===== config.mk =====
export PLATFORM = sky130hd
export DESIGN_NAME = imuldiv_int_div_iterative
export DESIGN_NICKNAME = d
export VERILOG_FILES = /design/src/rtl/imuldiv_int_div_iterative_pkg.sv /design/src/rtl/imuldiv_int_div_iterative_ctrl.sv /design/src/rtl/imuldiv_int_div_iterative_dpath.sv /design/src/rtl/imuldiv_int_div_iterative.sv
export SDC_FILE = /design/constraint.sdc
export NUM_CORES = 1
export LEC_CHECK = 0
export BUFFER_PORTS_ARGS = -buffer_cell sky130_fd_sc_hd__buf_4
export CAP_MARGIN = 25
export CELL_PAD_IN_SITES_DETAIL_PLACEMENT = 0
export CELL_PAD_IN_SITES_GLOBAL_PLACEMENT = 1
export CORE_MARGIN = 2
export CORE_UTILIZATION = 25
export DETAILED_ROUTE_END_ITERATION = 6
export PLACE_DENSITY_LB_ADDON = 0.1
export SLEW_MARGIN = 20
export SYNTH_ARGS = -nofsm -noshare
export SYNTH_HDL_FRONTEND = slang
export SYNTH_HIERARCHICAL = 1
export SYNTH_SLANG_ARGS = --single-unit

===== constraint.sdc =====
create_clock -name clk -period 5.32 [get_ports clk]
set_clock_uncertainty 0.2 [all_clocks]
set_input_delay 0.532 -clock clk [delete_from_list [all_inputs] [get_ports clk]]
set_output_delay 0.532 -clock clk [all_outputs]
set_load 0.01 [all_outputs]

===== src/rtl/imuldiv_int_div_iterative_pkg.sv =====
// Shared definitions for the iterative divider: function codes, FSM encodings,
// mux selects and the control bundle passed from ctrl to dpath.
package imuldiv_int_div_iterative_pkg;

    localparam logic DIV_FN_UNSIGNED = 1'b0;
    localparam logic DIV_FN_SIGNED   = 1'b1;

    localparam logic [1:0] ST_IDLE = 2'd0;
    localparam logic [1:0] ST_CALC = 2'd1;
    localparam logic [1:0] ST_SIGN = 2'd2;

    localparam logic op_load = 1'b0;
    localparam logic op_next = 1'b1;

    typedef struct packed {
        logic rq_en;
        logic rq_sel;
        logic sub_sel;
        logic cntr_en;
        logic cntr_sel;
        logic sign_en;
    } div_ctrl_t;

endpackage


===== src/rtl/imuldiv_int_div_iterative_ctrl.sv =====
// Divider control: IDLE/CALC/SIGN sequencing, control-signal table and
// val/rdy handshakes.
module imuldiv_int_div_iterative_ctrl
    import imuldiv_int_div_iterative_pkg::*;
(
    input  logic      clk,
    input  logic      reset,
    input  logic      divreq_val,
    output logic      divreq_rdy,
    output logic      divresp_val,
    input  logic      divresp_rdy,
    input  logic      cntr_zero,
    input  logic      sub_neg,
    output div_ctrl_t ctrl
);

    logic [1:0] state;
    logic [1:0] state_next;
    logic       req_fire;
    logic       resp_fire;

    // Handshakes are masked during reset so nothing is offered or accepted
    assign divreq_rdy  = !reset && (state == ST_IDLE);
    assign divresp_val = !reset && (state == ST_SIGN);
    assign req_fire    = divreq_val && divreq_rdy;
    assign resp_fire   = divresp_val && divresp_rdy;

    always_ff @(posedge clk) begin
        if (reset)
            state <= ST_IDLE;
        else
            state <= state_next;
    end

    always_comb begin
        state_next = state;
        case (state)
            ST_IDLE: if (req_fire)  state_next = ST_CALC;
            ST_CALC: if (cntr_zero) state_next = ST_SIGN;
            ST_SIGN: if (resp_fire) state_next = ST_IDLE;
            default:                state_next = ST_IDLE;
        endcase
    end

    always_comb begin
        ctrl = '0;
        case (state)
            ST_IDLE: begin
                if (req_fire) begin
                    ctrl.sign_en  = 1'b1;
                    ctrl.rq_en    = 1'b1;
                    ctrl.rq_sel   = op_load;
                    ctrl.cntr_en  = 1'b1;
                    ctrl.cntr_sel = op_load;
                end
            end
            ST_CALC: begin
                ctrl.rq_en    = 1'b1;
                ctrl.rq_sel   = op_next;
                ctrl.sub_sel  = !sub_neg;
                ctrl.cntr_en  = 1'b1;
                ctrl.cntr_sel = op_next;
            end
            default: ;
        endcase
    end

endmodule


===== src/rtl/imuldiv_int_div_iterative_dpath.sv =====
// Divider datapath: magnitude/sign capture, 33-bit restoring subtractor,
// step counter and output sign correction.
module imuldiv_int_div_iterative_dpath
    import imuldiv_int_div_iterative_pkg::*;
#(
    parameter int NBITS     = 32,
    parameter int CNTR_BITS = $clog2(NBITS)
) (
    input  logic               clk,
    input  logic               reset,
    input  logic               fn,
    input  logic [NBITS-1:0]   a,
    input  logic [NBITS-1:0]   b,
    input  div_ctrl_t          ctrl,
    output logic               cntr_zero,
    output logic               sub_neg,
    output logic [2*NBITS-1:0] result
);

    localparam logic [CNTR_BITS-1:0] CNTR_INIT = CNTR_BITS'(NBITS - 1);

    logic [NBITS-1:0]     a_mag;
    logic [NBITS-1:0]     b_mag_in;
    logic [NBITS-1:0]     b_mag;
    logic [2*NBITS-1:0]   rem_quot;
    logic [2*NBITS:0]     shifted;
    logic [NBITS:0]       diff;
    logic [CNTR_BITS-1:0] cntr;
    logic                 rem_sign;
    logic                 quot_sign;
    logic [NBITS-1:0]     q_raw;
    logic [NBITS-1:0]     r_raw;
    logic [NBITS-1:0]     q_out;
    logic [NBITS-1:0]     r_out;

    assign a_mag     = (fn == DIV_FN_SIGNED && a[NBITS-1]) ? -a : a;
    assign b_mag_in  = (fn == DIV_FN_SIGNED && b[NBITS-1]) ? -b : b;
    assign shifted   = {rem_quot, 1'b0};
    assign diff      = shifted[2*NBITS:NBITS] - {1'b0, b_mag};
    assign sub_neg   = diff[NBITS];
    assign cntr_zero = (cntr == '0);

    always_ff @(posedge clk) begin
        if (reset) begin
            b_mag     <= '0;
            rem_sign  <= 1'b0;
            quot_sign <= 1'b0;
            rem_quot  <= '0;
            cntr      <= '0;
        end else begin
            if (ctrl.sign_en) begin
                b_mag     <= b_mag_in;
                rem_sign  <= fn & a[NBITS-1];
                quot_sign <= fn & (a[NBITS-1] ^ b[NBITS-1]) & (b != '0);
            end
            // A successful subtract commits the difference and shifts a 1 into the quotient
            if (ctrl.rq_en) begin
                if (ctrl.rq_sel == op_load)
                    rem_quot <= {{NBITS{1'b0}}, a_mag};
                else if (ctrl.sub_sel)
                    rem_quot <= {diff[NBITS-1:0], rem_quot[NBITS-2:0], 1'b1};
                else
                    rem_quot <= {shifted[2*NBITS-1:NBITS], rem_quot[NBITS-2:0], 1'b0};
            end
            if (ctrl.cntr_en) begin
                if (ctrl.cntr_sel == op_load)
                    cntr <= CNTR_INIT;
                else
                    cntr <= cntr - 1'b1;
            end
        end
    end

    assign q_raw  = rem_quot[NBITS-1:0];
    assign r_raw  = rem_quot[2*NBITS-1:NBITS];
    assign q_out  = quot_sign ? -q_raw : q_raw;
    assign r_out  = rem_sign ? -r_raw : r_raw;
    assign result = {r_out, q_out};

endmodule


===== src/rtl/imuldiv_int_div_iterative.sv =====
// Iterative 32-bit divide/remainder unit: restoring shift-subtract on
// magnitudes, sign-corrected result on a val/rdy response port.
module imuldiv_int_div_iterative
    import imuldiv_int_div_iterative_pkg::*;
#(
    parameter int NBITS     = 32,
    parameter int CNTR_BITS = $clog2(NBITS)
) (
    input  logic               clk,
    input  logic               reset,
    input  logic               divreq_msg_fn,
    input  logic [NBITS-1:0]   divreq_msg_a,
    input  logic [NBITS-1:0]   divreq_msg_b,
    input  logic               divreq_val,
    output logic               divreq_rdy,
    output logic [2*NBITS-1:0] divresp_msg_result,
    output logic               divresp_val,
    input  logic               divresp_rdy
);

    div_ctrl_t ctrl;
    logic      cntr_zero;
    logic      sub_neg;

    imuldiv_int_div_iterative_ctrl u_ctrl (
        .clk         (clk),
        .reset       (reset),
        .divreq_val  (divreq_val),
        .divreq_rdy  (divreq_rdy),
        .divresp_val (divresp_val),
        .divresp_rdy (divresp_rdy),
        .cntr_zero   (cntr_zero),
        .sub_neg     (sub_neg),
        .ctrl        (ctrl)
    );

    imuldiv_int_div_iterative_dpath #(
        .NBITS     (NBITS),
        .CNTR_BITS (CNTR_BITS)
    ) u_dpath (
        .clk       (clk),
        .reset     (reset),
        .fn        (divreq_msg_fn),
        .a         (divreq_msg_a),
        .b         (divreq_msg_b),
        .ctrl      (ctrl),
        .cntr_zero (cntr_zero),
        .sub_neg   (sub_neg),
        .result    (divresp_msg_result)
    );

endmodule


==> summary.md, run 1 <==
| Metric | Value |
|---|---|
| Logic pwr share | `0.323` |
| Syn Area/Cell | `about 7.6 um2` |
| Commonest cells after routing, fill and taps aside | `143 x buf_4, 127 x nor2_1, 105 x dfxtp_1` |
| # rows | `67` |
| Pint | `~1.5 mW` |
| Setup crit start | `u_dpath/rem_quot[50]` |
| Critical path fanouts, max | `21` |
| Ys Warns | `6` |
| Die height | `189 um` |
| Reg clk slew, reported paths | `approximately 0.08 ns` |
| GRT overflow | `0` |
| Hold slack | `0.243 ns` |
| Peak Freq | `around 0.21 GHz` |
| Nets | `1330` |
| Total track usage | `0.161` |
| Post-Synth XOR/XNOR Area | `0.149` |
| Vias in the first global route | `roughly 8000` |
| Tightest Pin Transition | `~1.1 ns` |
| Die X | `189 um` |
| Post-synthesis sequential area ratio | `0.246` |
| Port bufs | `134` |
| # IOs | `135` |
| CP required | `around 5.4 ns` |
| Post-synthesis cell type count | `62` |
| Clock Tree Root | `clkbuf_16` |
| Period utilization | `0.877` |
| Wire per inst | `17.2 um` |
| Drt drc | `0` |
| Final cell utilization of the core | `0.305` |
| Largest net degree at the start of global routing | `between 80 and 90` |
| Number of diodes | `0` |
| Global-route wire length before repair | `45200 um` |
| Worst EP arrival | `4.74 ns` |
| Via/cell ratio | `4.81` |
| Max incr delay on CP | `0.44 ns` |
| Power Total | `2.37 mW` |
| CP Cell Sequence | `ha_1, nand2_1, o21ai_0, o31ai_1, nand2_1, o221ai_1, o21ai_0, a221o_1, a21oi_1, xor2_1, nor3_2, buf_4, and3_1, nand2b_1, o22ai_1` |
| Initial Utilization | `0.254` |
| Synth-to-Final Area Change | `20.2%` |
| Final Max Slew Viols | `0` |
| HPWL after detailed placement | `around 22000 um` |
| Clk sink count | `105` |
| Hold_buf cts | `0` |
| Htree depth | `3` |
| Slowest stage cell on the critical path | `dfxtp_1` |
| Setup violators final | `0` |
| Startpoint types | `flip-flop` |
| Final Hold Viols | `0` |
| Clock power share | `0.298` |
| Routability cong. | `~0.78` |
| Num CTS Buffers | `9` |
| Synth Area in Compound Gates | `0.236` |
| Post-synth EDFFs | `0` |
| Leakage power | `between 4 and 5 nW` |
| Mapped Cells | `about 1100` |
| CTS Buffer Depth | `2` |
| Ys async rst share | `0` |
| Max_cap viols | `0` |
| Dominant synthesized flop cell | `dfxtp_1` |
| Cts repair resizes | `0` |
| Tightest Hold Check Type | `in2reg` |
| Largest family of logic cells by synthesized area | `compound AO/OA/AOI/OAI gates` |
| Minimum clock period | `roughly 4.7 ns` |
| Mux cell area share after synthesis | `0.0517` |
| Syn_nets | `around 1200` |
| R2r startpoint | `u_dpath/rem_quot[50]` |
| Status | `finished clean` |
| Clock Latency Late Sink | `approximately 0.35 ns` |
| #FFs+latches synth | `approximately 110` |
| Worst path depth | `15` |
| Drt total wl | `between 20000 and 30000 um` |
| Pwr Density | `roughly 230 nW/um2` |
| Initial antenna violation count | `0` |
| Peak VDD IR | `~0.14 mV` |
| RSZ-0062 raised after global routing | `false` |
| Worst Reg-to-Reg Cells | `15` |
| Via Count | `a little over 8000` |
| Die area | `35600 um2` |
| Layout cell share with drive strength beyond 1 | `0.148` |
| Area of the core | `between 30000 and 40000 um2` |
| Reg2reg setup slack | `0.65 ns` |
| RR Endpoint | `u_dpath/rem_quot[45]` |
| Critical path class | `reg2reg` |
| Cell area after synthesis | `approximately 8500 um2` |
| Switching Share | `0.351` |
| CP Capture Type | `flip-flop` |
| Most common cell after layout, fill and taps aside | `buf_4` |
| Critical Path End | `u_dpath/rem_quot[45]` |
| Flop pwr share | `0.379` |
| Crit path max-delay family | `compound AO/OA/AOI/OAI gates` |
| TritonCTS clock tree | `built` |
| Total iterations of the first detailed-routing run | `6` |
| Adder-Cell Fraction of Synth Area | `0.0595` |
| Post-Synth Simple-Gate Area | `0.202` |
| Switching pwr | `approximately 0.83 mW` |
| Postcts setup bufs | `0` |
| Setup TNS | `0 ns` |
| WP buf/inv | `1` |
| DR iter-0 viols | `between 400 and 500` |
| Slew headroom | `0.270` |
| Post-DRT Antenna Nets | `0` |
-- worst min-delay path, stage by stage --
cell	delay [ns]
buf_4	0.07
or3b_1	0.09
a21oi_1	0.05
-- kinds of logic after synthesis --
logic type | Yosys count
AND/OR/NAND/NOR | 361
AO/OA/AOI/OAI | 312
XOR/XNOR | 145
buffers and inverters | 122
flip-flops | 105
multiplexers | 44
adder cells (fa/ha/maj) | 40
-- power groups by stage --
stage          clock, mW  combinational [mW]  sequential [mW]
6_report           0.705               0.766            0.899
5_1_grt            0.768               0.853            0.908
4_1_cts            0.740               0.774            0.899
3_5_place_dp           0               0.771            0.918
3_3_place_gp           0               0.778            0.918
2_1_floorplan          0               0.514            0.899
-- sequential cells by signal (all words and copies together) (netlist names) --
name               flops
u_ctrl/state           2
u_dpath/b_mag         32
u_dpath/cntr           5
u_dpath/quot_sign      1
u_dpath/rem_quot      64
u_dpath/rem_sign       1
-- metal layers --
layer	vias to the layer above	routed length, um	part of all wire	GRT usage
met4	0	389	0.014	0.0379
met3	16	1120	0.039	0.0296
met1	3707	13300	0.46	0.205
li1	4198	-	-	-
met2	126	14000	0.49	0.279
met5	-	0	0	0
-- synth_stat cells (4+ instances only) --
| cell | n | share of area |
|---|---|---|
| or3_1 | 25 | 0.018 |
| nor4_1 | 6 | 0.0044 |
| o221ai_1 | 4 | 0.0041 |
| o21ai_0 | 92 | 0.054 |
| buf_4 | 5 | 0.0044 |
| nand2_1 | 102 | 0.045 |
| nor2b_1 | 6 | 0.0044 |
| and3_1 | 5 | 0.0037 |
| a21o_1 | 10 | 0.0088 |
| o31ai_1 | 31 | 0.027 |
| buf_1 | 7 | 0.0031 |
| nor2_1 | 129 | 0.057 |
| a22oi_1 | 11 | 0.0097 |
| a222oi_1 | 6 | 0.0070 |
| a311oi_1 | 5 | 0.0051 |
| o41ai_1 | 9 | 0.0092 |
| o22ai_1 | 10 | 0.0073 |
| a31oi_1 | 7 | 0.0051 |
| nand3_1 | 9 | 0.0053 |
| nand4_1 | 4 | 0.0029 |
| or2_2 | 4 | 0.0029 |
| or4_1 | 13 | 0.011 |
| ha_1 | 39 | 0.057 |
| a21oi_1 | 68 | 0.040 |
| inv_1 | 57 | 0.025 |
| mux2i_1 | 43 | 0.050 |
| dfxtp_1 | 105 | 0.25 |
| nor3_1 | 18 | 0.011 |
| xor2_1 | 46 | 0.047 |
| clkbuf_1 | 52 | 0.023 |
| or3_4 | 4 | 0.0053 |
| a211oi_1 | 34 | 0.030 |
| xnor2_1 | 99 | 0.10 |
| and2_1 | 4 | 0.0029 |
| nand2b_1 | 15 | 0.011 |
-- cell type report --
class | count | area, um2
clock buffers | 11 | 243
clock inverters | 5 | 55.1
fillers | 3693 | 23400
inverters | 58 | 218
multi-input cells | 902 | 5980
flip-flops and latches | 105 | 2100
well taps | 448 | 561
repair buffers | 145 | 1100
-- metrics by stage --
stage / std cells / instance area (um2) / worst slack, ns
2_1_floorplan: 1129 / 8540 / 1.52
3_3_place_gp: 1656 / 9940 / 0.780
3_5_place_dp: 1656 / 9940 / 0.641
4_1_cts: 1672 / 10200 / 0.594
5_1_grt: 1674 / 10300 / 0.257
6_report: 1674 / 10300 / 0.653
-- worst min path at each step --
| stage | from | endpoint | slack (ns) | depth (start not counted) |
|---|---|---|---|---|
| CTS | divresp_rdy | u_ctrl/state[1] | 0.22 | 3 |
| global placement | u_dpath/b_mag[31] | u_dpath/b_mag[31] | 0.27 | 2 |
| global route | divresp_rdy | u_ctrl/state[1] | 0.25 | 3 |
| detailed placement | u_dpath/b_mag[31] | u_dpath/b_mag[31] | 0.27 | 2 |
| finish | divresp_rdy | u_ctrl/state[1] | 0.24 | 3 |
| floorplan | u_dpath/b_mag[31] | u_dpath/b_mag[31] | 0.25 | 2 |
Power figures use the tool's default switching activity.
==> inputs of run 2 (changes only) <==
clock period = 4.2 ns   (was 5.32 ns; I/O delays follow)
==> run 2 against run 1 <==
Effect of this change:
- critical path depth shrank 7
- sequential power is 27% higher
- routed wire length grew 0.91%
- clock-buffer cell count fell by 2
- non-clock buffer count rose by 34
- total power is 29% higher
- sequential share of layout area shrank 0.65 points
- first-iteration DRC count decreased by 14%
- cell count is 2.0% higher
- combinational power rose by 30%
- cell area is 3.3% higher
- worst setup slack got worse by 0.58 ns
- critical endpoint is now divresp_msg_result[29]
- largest cell class unchanged
- highest routed layer unchanged
==> summary.md, run 2 (synthesized netlist as in run 1, its figures left out) <==
| Metric | Value |
|---|---|
| Final cell utilization of the core | `0.315` |
| TritonCTS clock tree | `built` |
| Critical path class | `reg2out` |
| Final Hold Viols | `0` |
| Reg clk slew, reported paths | `0.08 ns` |
| Die height | `roughly 190 um` |
| Drt total wl | `between 20000 and 30000 um` |
| Tightest Hold Check Type | `in2reg` |
| Hold_buf cts | `0` |
| Postcts setup bufs | `0` |
| Peak VDD IR | `0.194 mV` |
| CP Cell Sequence | `or4_4, or3_4, or4_4, or4_4, or3_4, o31ai_4, xnor2_2, buf_4` |
| Synth-to-Final Area Change | `24.2%` |
| Minimum clock period | `4.12 ns` |
| Startpoint types | `flip-flop` |
| Via Count | `roughly 8200` |
| Area of the core | `approximately 34000 um2` |
| Final Max Slew Viols | `0` |
| Status | `finished clean` |
| # rows | `67` |
| Setup violators final | `0` |
| Wire per inst | `17.0 um` |
| Max reg flops | `64` |
| Routability cong. | `just under 0.8` |
| Worst EP arrival | `3.50 ns` |
| Largest net degree at the start of global routing | `77` |
| Initial antenna violation count | `0` |
| Max_cap viols | `0` |
| Biggest regs | `u_dpath/rem_quot: 64 flops, u_dpath/b_mag: 32 flops, u_dpath/cntr: 5 flops` |
| HPWL after detailed placement | `22200 um` |
| Total track usage | `0.162` |
| GRT overflow | `0` |
| Commonest cells after routing, fill and taps aside | `176 x buf_4, 128 x nor2_1, 104 x dfxtp_1` |
| Period utilization | `0.981` |
| Peak Freq | `between 0.2 and 0.25 GHz` |
| Critical path fanouts, max | `6` |
| CP required | `3.58 ns` |
| Most common cell after layout, fill and taps aside | `buf_4` |
| Most flops, register | `u_dpath/rem_quot` |
| # IOs | `approximately 140` |
| WP buf/inv | `1` |
| Global-route wire length before repair | `~45000 um` |
| Slowest stage cell on the critical path | `or4_4` |
| Fill count | `~3600` |
| CP Capture Type | `primary output` |
| Clk sink count | `105` |
| Reg2reg setup slack | `roughly 0.42 ns` |
| Total iterations of the first detailed-routing run | `5` |
| Die area | `roughly 36000 um2` |
| Clock Latency Late Sink | `around 0.37 ns` |
| Via/cell ratio | `approximately 4.8` |
| Max incr delay on CP | `~0.55 ns` |
| Die X | `between 150 and 200 um` |
| Leakage power | `around 4.2 nW` |
| Htree depth | `3` |
| Crit path max-delay family | `simple AND/OR/NAND/NOR gates` |
| Post-DRT Antenna Nets | `0` |
| Slew headroom | `0.313` |
| Tightest Pin Transition | `approximately 1.0 ns` |
| Most frequent CP cell | `or4_4` |
| CTS Buffer Depth | `2` |
| Vias in the first global route | `7937` |
| Number of diodes | `0` |
| Num CTS Buffers | `9` |
| RSZ-0062 raised after global routing | `true` |
| Initial Utilization | `0.254` |
| Port bufs | `about 130` |
| Setup TNS | `0 ns` |
| Clock Tree Root | `clkbuf_16` |
| Nets | `around 1400` |
| Layout cell share with drive strength beyond 1 | `0.183` |
| Drt drc | `0` |
| DR iter-0 viols | `approximately 400` |
| Pwr Density | `approximately 290 nW/um2` |
run 2: cell types whose count changed in the layout (fill, tap and decap cells not counted), moves of 3 or more:
| cell | before | now |
|---|---|---|
| o21ai_0 | 92 | 89 |
| inv_6 | 0 | 3 |
| buf_4 | 143 | 176 |
| or3_4 | 4 | 8 |
| o31ai_1 | 31 | 28 |
| or3_1 | 25 | 21 |
| o31ai_2 | 1 | 4 |
run 2: layout make-up:
cell class              count  area, um2  share of cell area
inverters                  58        218              0.0205
multi-input cells         902       6050               0.571
clock inverters             7       76.3             0.00720
repair buffers            179       1370               0.129
flip-flops and latches    105       2100               0.198
clock buffers               9        225              0.0212
well taps                 448        561              0.0529
run 2: final timing paths:
| check | startpoint | end | cells after the start |
|---|---|---|---|
| setup / recovery | u_dpath/rem_quot[15] | divresp_msg_result[29] | 8 |
| hold / removal | divresp_rdy | u_ctrl/state[1] | 3 |
| setup reg to reg | u_dpath/rem_quot[43] | u_dpath/rem_quot[36] | 17 |
| hold reg to reg | u_dpath/b_mag[31] | u_dpath/b_mag[31] | 2 |
run 2: where the power goes:
part | internal (mW) | leakage, nW | switching [mW]
sequential | 1.06 | 0.858 | 0.0789
clock | 0.470 | 0.143 | 0.447
combinational | 0.428 | 3.21 | 0.569
total | 1.96 | 4.21 | 1.09
run 2: per-layer routing:
metal	GRT usage	routed length [um]	vias up	part of all wire
li1	-	-	4263	-
met5	0	0	-	0
met4	0.0328	202	0	0.0070
met2	0.274	14000	102	0.48
met1	0.217	14000	3838	0.48
met3	0.0248	830	9	0.029
run 2: worst min-delay path: cells and delay by family:
kind | cells | cell delay [ns]
and+or+nand+nor | 1 | 0.09
buffers and inverters | 1 | 0.07
AOI/OAI and AO/OA | 1 | 0.05
run 2: through the flow:
step                total power [mW]  hold WS, ns  setup slack (ns)  instances  instance area (um2)
global route                    3.26        0.119           -0.0161       1708                10600
floorplan                       1.79        0.246             0.402       1129                 8540
finish                          3.06        0.118            0.0782       1708                10600
global placement                2.16        0.261           0.00619       1690                10200
detailed placement              2.16        0.264             0.104       1692                10200
CTS                             3.11       0.0951          0.000324       1708                10500
run 2: repair_timing:
item                       in CTS  in global routing
resized for setup               4                 16
setup endpoints to repair       4                 41
pin swaps                       0                  1
hold endpoints to repair        0                  0
==> inputs of run 3 (changes only) <==
CORE_ASPECT_RATIO = 2   (was unset)
==> run 3 against run 2 <==
Effect of this change:
- sequential power about the same
- routed wire length increased by 6.8%
- sequential share of layout area increased by 0.11 points
- cell count decreased by 0.64%
- critical path depth unchanged
- first-iteration DRC count decreased by 20%
- die area increased by 0.25%
- total power decreased by 0.64%
- clock-buffer cell count unchanged
- hold slack got worse by 0.018 ns
- utilization decreased by 0.20 points
- critical path type unchanged
- critical endpoint unchanged
==> summary.md, run 3 (synthesized netlist as in run 1, its figures left out) <==
| Metric | Value |
|---|---|
| Reg clk slew, reported paths | `~0.090 ns` |
| Power Total | `approximately 3.0 mW` |
| Leakage power | `~4.2 nW` |
| Setup violators final | `0` |
| Via/cell ratio | `just under 5` |
| Num CTS Buffers | `9` |
| R2r startpoint | `u_dpath/rem_quot[31]` |
| Clk sink count | `105` |
| Global-route wire length before repair | `just under 50000 um` |
| TritonCTS clock tree | `built` |
| Hold_sp | `divresp_rdy` |
| RSZ-0062 raised after global routing | `false` |
| Post-DRT Antenna Nets | `0` |
| Critical path class | `reg2out` |
| Final Max Slew Viols | `0` |
| Vias in the first global route | `about 8400` |
| Largest net degree at the start of global routing | `75` |
| Hold path endpoint | `u_ctrl/state[1]` |
| Max incr delay on CP | `approximately 0.54 ns` |
| Slew headroom | `0.370` |
| Via Count | `a little over 8000` |
| Clock Latency Late Sink | `about 0.38 ns` |
| # rows | `95` |
| Layout cell share with drive strength beyond 1 | `0.180` |
| Most common cell after layout, fill and taps aside | `buf_4` |
| Port bufs | `134` |
| Status | `finished clean` |
| Period utilization | `0.974` |
| # IOs | `about 140` |
| Max reg flops | `64` |
| Area of the core | `around 34000 um2` |
| Most frequent CP cell | `or4_4` |
| Commonest cells after routing, fill and taps aside | `178 x buf_4, 128 x nor2_1, 104 x dfxtp_1` |
| Synth-to-Final Area Change | `23.6%` |
| Worst Reg-to-Reg Cells | `18` |
| Pwr Density | `between 200 and 300 nW/um2` |
| Peak Freq | `between 0.2 and 0.25 GHz` |
| HPWL after detailed placement | `around 25000 um` |
| CTS Buffer Depth | `2` |
| Slowest stage cell on the critical path | `or4_4` |
| Die X | `roughly 130 um` |
| Initial antenna violation count | `0` |
| Initial Utilization | `0.254` |
| Setup TNS | `0 ns` |
| Hold_buf cts | `0` |
| Routability cong. | `0.831` |
| CP Cell Sequence | `or4_4, or3_4, or4_4, or4_4, or3_4, o31ai_4, xnor2_1, buf_4` |
| Die height | `265 um` |
| Nets | `1365` |
| Worst EP arrival | `3.47 ns` |
| Tightest Hold Check Type | `in2reg` |
| Htree depth | `3` |
| Peak VDD IR | `about 0.16 mV` |
| Worst path depth | `8` |
| Number of diodes | `0` |
| Most flops, register | `u_dpath/rem_quot` |
| Biggest regs | `u_dpath/rem_quot: 64 flops, u_dpath/b_mag: 32 flops, u_dpath/cntr: 5 flops` |
| WP buf/inv | `1` |
| Hold path depth | `3` |
| Tightest Pin Transition | `about 0.95 ns` |
| Clock Tree Root | `clkbuf_16` |
| Postcts setup bufs | `0` |
| Drt drc | `0` |
| DR iter-0 viols | `322` |
| Reg2reg setup slack | `0.28 ns` |
| Drt total wl | `between 30000 and 40000 um` |
| Die area | `roughly 36000 um2` |
| Minimum clock period | `4.09 ns` |
| Startpoint types | `flip-flop` |
| RR Endpoint | `u_dpath/rem_quot[45]` |
| Final Hold Viols | `0` |
| GRT overflow | `0` |
| Wire per inst | `~18 um` |
| Crit path max-delay family | `simple AND/OR/NAND/NOR gates` |
| Total track usage | `0.176` |
| Max_cap viols | `0` |
| Critical path fanouts, max | `6` |
| CP Capture Type | `primary output` |
| Total iterations of the first detailed-routing run | `5` |
| CP required | `3.58 ns` |
## run 3: cell types whose count changed in the layout (fill, tap and decap cells not counted), sizes merged
cell and delta:
bufinv -1, clkinvlp +1, buf +1
## run 3: area by class of cell
cell class	instances	area [um2]
Fill cell	3670	23100
Clock buffer	9	225
Tap cell	436	546
Multi-Input combinational cell	902	6030
Timing Repair Buffer	180	1360
Inverter	58	218
Clock inverter	7	60.1
Sequential cell	105	2100
## run 3: per-stage QoR
step / hold slack [ns] / setup slack [ns] / std cells / instance area (um2) / utilization
6_report: 0.100 / 0.109 / 1697 / 10500 / 0.314
5_1_grt: 0.0747 / 0.00898 / 1697 / 10500 / 0.314
4_1_cts: 0.0567 / 0.00432 / 1697 / 10500 / 0.312
3_5_place_dp: 0.267 / 0.222 / 1681 / 10200 / 0.303
3_3_place_gp: 0.263 / 0.278 / 1680 / 10200 / 0.303
2_1_floorplan: 0.246 / 0.402 / 1129 / 8540 / -
## run 3: what timing repair did
| action | 4_1_cts | 5_1_grt |
|---|---|---|
| endpoints found under the setup margin | 1 | 24 |
| cloned | 0 | 0 |
| pin swaps | 0 | 1 |
| resized for setup | 1 | 13 |
| endpoints found under the hold margin | 0 | 0 |
## run 3: worst min-delay path: stages
cell and delay (ns):
buf_4 0.07, or3b_1 0.09, a21oi_1 0.05
## run 3: per-layer routing
| layer | up-vias | track usage | share of wire |
|---|---|---|---|
| met2 | 155 | 0.357 | 0.57 |
| met4 | 0 | 0.0506 | 0.021 |
| met5 | - | 0 | 0 |
| met3 | 28 | 0.0353 | 0.041 |
| met1 | 3803 | 0.175 | 0.37 |
| li1 | 4272 | - | - |
## run 3: worst max path at each step
stage,start,to,slack (ns)
global route,u_dpath/rem_quot[51],u_dpath/rem_quot[42],0.009
detailed placement,u_dpath/rem_quot[31],u_dpath/rem_quot[45],0.22
finish,u_dpath/rem_quot[15],divresp_msg_result[29],0.11
floorplan,u_dpath/rem_quot[45],u_dpath/rem_quot[36],0.40
CTS,u_dpath/rem_quot[15],divresp_msg_result[31],0.004
global placement,u_dpath/rem_quot[31],u_dpath/rem_quot[36],0.28
## run 3: power by group
group,internal (mW),leakage (nW),switching [mW],total (mW)
Combinational,0.435,3.20,0.590,1.02
Sequential,1.06,0.858,0.0790,1.14
Clock,0.413,0.131,0.457,0.870
